[config.mk]
export PLATFORM = sky130hd
export DESIGN_NAME = wb_narrow_ram
export DESIGN_NICKNAME = d
export VERILOG_FILES = /design/src/rtl/wb_narrow_ram.sv
export SDC_FILE = /design/constraint.sdc
export NUM_CORES = 2
export LEC_CHECK = 0
export ABC_CLOCK_PERIOD_IN_PS = 19300
export CORE_UTILIZATION = 44
export CTS_CLUSTER_SIZE = 20
export DETAILED_ROUTE_END_ITERATION = 6
export PLACE_DENSITY = 0.65
export RECOVER_POWER = 25
export SYNTH_ARGS = -nofsm -noshare
export SYNTH_HDL_FRONTEND = slang
export SYNTH_SLANG_ARGS = --single-unit
[constraint.sdc]
create_clock -name clk -period 19.3 [get_ports clk]
set_input_delay 2.895 -clock clk [delete_from_list [all_inputs] [get_ports clk]]
set_output_delay 2.895 -clock clk [all_outputs]
set_load 0.05 [all_outputs]
[src/rtl/wb_narrow_ram.sv]
// Wishbone classic line responder backed by a narrow word array.
// Serialises each wide line access into one narrow word per cycle.
module wb_narrow_ram #(
  parameter int DATA_W   = 128,
  parameter int ADDR_W   = 16,
  parameter int DEPTH    = 16,
  parameter int NARROW_W = 32,
  parameter int WAIT     = 0
) (
  input  logic                  clk,
  input  logic                  rst,
  input  logic                  cyc_i,
  input  logic                  stb_i,
  input  logic                  we_i,
  input  logic [ADDR_W-1:0]     adr_i,
  input  logic [DATA_W/8-1:0]   sel_i,
  input  logic [DATA_W-1:0]     dat_i,
  output logic [DATA_W-1:0]     dat_o,
  output logic                  ack_o,
  output logic                  err_o
);

  localparam int BEATS = DATA_W / NARROW_W;
  localparam int NB    = NARROW_W / 8;
  localparam int OFF   = $clog2(DATA_W / 8);
  localparam int LAW   = ADDR_W - OFF;
  localparam int LIW   = (DEPTH > 1) ? $clog2(DEPTH) : 1;
  localparam int CW    = (BEATS > 1) ? $clog2(BEATS) : 1;
  localparam int NW    = DEPTH * BEATS;
  localparam int WIW   = (NW > 1) ? $clog2(NW) : 1;
  localparam int WW    = (WAIT > 1) ? $clog2(WAIT) : 1;

  typedef enum logic [2:0] {
    IDLE, BEAT, HOLD, ACK, ERR
  } state_t;

  state_t state, state_n;

  logic [NARROW_W-1:0] mem [NW];

  logic [LIW-1:0]      line_q;
  logic                we_q;
  logic [DATA_W/8-1:0] sel_q;
  logic [DATA_W-1:0]   dat_q;
  logic [CW-1:0]       cnt;
  logic [WW-1:0]       wcnt;

  logic           req;
  logic           in_range;
  logic           last_beat;
  logic           last_wait;
  logic           beat_go;
  logic           ack_n;
  logic           err_n;
  logic [LAW-1:0] line_in;
  logic [WIW-1:0] widx;
  logic           unused_adr;

  assign req       = cyc_i & stb_i;
  assign line_in   = adr_i[ADDR_W-1:OFF];
  assign in_range  = line_in < LAW'(DEPTH);
  assign last_beat = cnt == CW'(BEATS - 1);
  assign last_wait = wcnt == WW'(WAIT - 1);
  assign beat_go   = (state == BEAT) && cyc_i;
  assign widx      = WIW'(line_q) * WIW'(BEATS)
                   + WIW'(cnt);
  assign unused_adr = ^adr_i[OFF-1:0];

  // Next state and next registered ack/err; abort wins over a beat.
  always_comb begin
    state_n = state;
    ack_n   = 1'b0;
    err_n   = 1'b0;
    unique case (state)
      IDLE: begin
        if (req) begin
          state_n = in_range ? BEAT : ERR;
        end
      end
      BEAT: begin
        if (!cyc_i) begin
          state_n = IDLE;
        end else if (last_beat) begin
          if (WAIT > 0) begin
            state_n = HOLD;
          end else begin
            state_n = ACK;
            ack_n   = 1'b1;
          end
        end
      end
      HOLD: begin
        if (!cyc_i) begin
          state_n = IDLE;
        end else if (last_wait) begin
          state_n = ACK;
          ack_n   = 1'b1;
        end
      end
      ACK: begin
        state_n = IDLE;
      end
      ERR: begin
        if (cnt == '0) begin
          err_n = 1'b1;
        end else begin
          state_n = IDLE;
        end
      end
      default: begin
        state_n = IDLE;
      end
    endcase
  end

  // State, responses, counters, request latch and read-beat loading.
  always_ff @(posedge clk) begin
    if (rst) begin
      state <= IDLE;
      ack_o <= 1'b0;
      err_o <= 1'b0;
      dat_o <= '0;
      cnt   <= '0;
      wcnt  <= '0;
    end else begin
      state <= state_n;
      ack_o <= ack_n;
      err_o <= err_n;
      unique case (state)
        IDLE: begin
          cnt  <= '0;
          wcnt <= '0;
          if (req && in_range) begin
            line_q <= LIW'(line_in);
            we_q   <= we_i;
            sel_q  <= sel_i;
            dat_q  <= dat_i;
          end
        end
        BEAT: begin
          if (cyc_i && !last_beat) begin
            cnt <= cnt + 1'b1;
          end else begin
            cnt <= '0;
          end
          if (beat_go && !we_q) begin
            dat_o[int'(cnt)*NARROW_W +: NARROW_W]
              <= mem[widx];
          end
        end
        HOLD: begin
          if (cyc_i && !last_wait) begin
            wcnt <= wcnt + 1'b1;
          end else begin
            wcnt <= '0;
          end
        end
        ERR: begin
          cnt <= (cnt == '0) ? CW'(1) : '0;
        end
        default: begin
          cnt  <= '0;
          wcnt <= '0;
        end
      endcase
    end
  end

  // Byte-masked write of the current word during a write beat.
  always_ff @(posedge clk) begin
    if (!rst && beat_go && we_q) begin
      for (int b = 0; b < NB; b++) begin
        if (sel_q[int'(cnt)*NB + b]) begin
          mem[widx][8*b +: 8] <=
            dat_q[int'(cnt)*NARROW_W + 8*b +: 8];
        end
      end
    end
  end

endmodule
==> reports/results.tsv <==
metric	value	unit
status	finished with violations	
violations	DRC, capacitance limit, slew limit	
place_congestion	0.871	
syn_to_final_growth	13.3	%
worstSetupPathType	reg -> reg	
cts-root-buf	clkbuf_16	
gr-max-usage-layer	met2	
tightest_slew	3.86	ns
use_met1	29.1	%
cts_buffers	220	
critical_path_required	19.43	ns
cts_tree	built	
endpoint_kind	flip-flop	
synthCells	5361	
peakVddDrop	0.000104	V
grt_max_degree	180	
syn_area_per_cell	16.9	um2
drv_cap	27	
io_pins	295	
h-tree-depth	4	
hold_violations	0	
place_area	95800	um2
maxSlewHeadroom	-157	%
drv_slew	1703	
ys_seq_elements	2333	
die_y	456	um
clock.fmax	105	MHz
fin_tns_setup	0	ns
wl_per_cell	29.0	um
synth_top_area_share	72.9	%
dieArea	208000	um2
grt_pass1_wl	350000	um
ctsResizeCount	0	
vias	50490	
core_region_area	205000	um2
synth-seq-area-share	75.9	%
p_leak	32.5	nW
synth_area_leader_cell	edfxtp_1	
hold_path.class	reg -> reg	
start_util	44.2	%
finalClockSkew	0.0502	ns
cts.path.max_buffers	3	
powerDensity	97.9	nW/um2
portBuffers	290	
grtUsageMet3	5.36	%
postRouteAntennaNets	0	
final_cells	8449	
cts_sinks	2333	
setup_viol	0	
synth.most_common_cell	edfxtp_1	
cts_hold_repair.buffers	0	
yosys_warnings	0	
wl	245000	um
synth_edf_count	2197	
ys.flop_type	edfxtp_1	
cts.reportedPaths.clkPinSlew	0.06	ns
post-route-period-util	49.4	%
die_width	456	um
design_area	103000	um2
synth_area	90500	um2
hpwl	151000	um
rows	166	
synth_fp_nets	5532	
dp_cells	8028	
crit_fanout	64	
synth.distinct_cells	66	
grt.total_usage	23.2	%
rsz0062_at_grt	false	
start_kind	flip-flop	
drt_first_pass_iters	7	
viasPerCell	5.98	
overflow	0	
async_flop_share	0	%
first_global_vias	49465	
synth_common_cells	edfxtp_1 (2,197), mux2i_1 (456), a221o_1 (348)	
antenna_found_initial	24	
initialDrtViolationCount	5702	
min_period	9.53	ns
drive_above_1_share	9.96	%
nets	5733	
ys_top_cells_by_area	edfxtp_1 (73%), mux2i_1 (5.0%), a221o_1 (3.8%)	
grt_use_met2	37.5	%
crit_arrival	9.66	ns
post_cts_buffers	0	
drc	46	
clock_latency	0.91	ns
==> power breakdown <==
| part | switching, mW | total, mW | internal (mW) |
|---|---|---|---|
| clock | 1.87 | 4.12 | 2.25 |
| combinational | 0.268 | 0.373 | 0.105 |
| sequential | 0.00523 | 5.55 | 5.54 |
==> path summary, 6_finish.rpt <==
path,from,end,slack [ns],depth (start not counted)
max,cnt[1],mem[17][8],9.77,5
min,dat_o[36],dat_o[36],0.45,2
max reg2reg,cnt[1],mem[17][8],9.77,5
min reg2reg,dat_o[36],dat_o[36],0.45,2
==> layout by cell type, fill, tap and decap left out, types with 6 or more instances in the layout <==
cell type	instances
clkinv_1	52
o31ai_1	32
o221ai_2	26
inv_1	66
dfxtp_1	135
dlygate4sd3_1	150
o32ai_1	62
clkbuf_1	83
a22oi_2	26
a221o_1	348
edfxtp_1	2197
a2111oi_4	29
o22ai_1	251
inv_6	6
buf_4	55
nor2_1	304
bufinv_16	9
mux2_2	34
nand3_1	7
a22o_1	57
nand2_1	264
o21ai_1	128
diode_2	20
o22a_1	9
a31oi_1	9
nor3_1	10
clkbuf_16	223
mux2i_1	456
mux2_4	26
o21ai_0	72
mux4_2	38
ha_1	6
a22oi_1	34
a21oi_1	192
a221oi_1	17
clkinv_2	35
nand3b_1	38
clkdlybuf4s50_1	140
==> logic make-up after synthesis <==
logic type / Yosys count / synth area share [%]
AND/OR/NAND/NOR: 683 / 3.21
AO/OA/AOI/OAI: 1313 / 11.6
multiplexers: 556 / 6.87
buffers and inverters: 469 / 2.30
adder cells (fa/ha/maj): 6 / 0.0829
XOR/XNOR: 1 / 0.00968
flip-flops: 2333 / 75.9
==> area by class of cell <==
type / instances / area (um2)
Fill cell: 16523 / 102000
Sequential cell: 2333 / 68700
Multi-Input combinational cell: 2559 / 19900
Clock buffer: 282 / 5820
Timing Repair Buffer: 379 / 3520
Tap cell: 2688 / 3360
Clock inverter: 119 / 992
Inverter: 69 / 264
Antenna cell: 20 / 50.0
==> per-layer routing <==
metal  share of wire [%]  wire length [um]
met5                0.23               557
met4                 5.4             13100
met3                 8.3             20200
met2                  48            118000
met1                  38             93200
==> registers in the layout, indices dropped and copies added, names as in the netlist <==
name       cells
err_o          1
last_wait      1
line_q         4
mem         2048
dat_q        128
state          3
sel_q         16
we_q           1
cnt            2
ack_o          1
dat_o        128
==> stage by stage <==
step / util, % / total power [mW] / hold slack (ns) / setup slack (ns)
after CTS: 50.2 / 10.1 / 0.449 / 13.22
after detailed placement: 46.8 / 6.03 / 0.441 / 13.13
after floorplan: - / 5.86 / 0.502 / 0.836
final: 50.1 / 10.0 / 0.448 / 9.77
after global placement: 46.8 / 6.02 / 0.438 / 13.22
after global routing: 50.1 / 10.3 / 0.462 / 9.61
==> worst max-delay path, stage by stage, from the launching register on <==
cell	delay (ns)
dfxtp_1	1.29
clkbuf_1	0.88
clkbuf_1	0.89
clkbuf_1	2.24
mux4_2	0.60
clkbuf_1	2.62
Note: power is estimated with default switching activity, not from simulation.
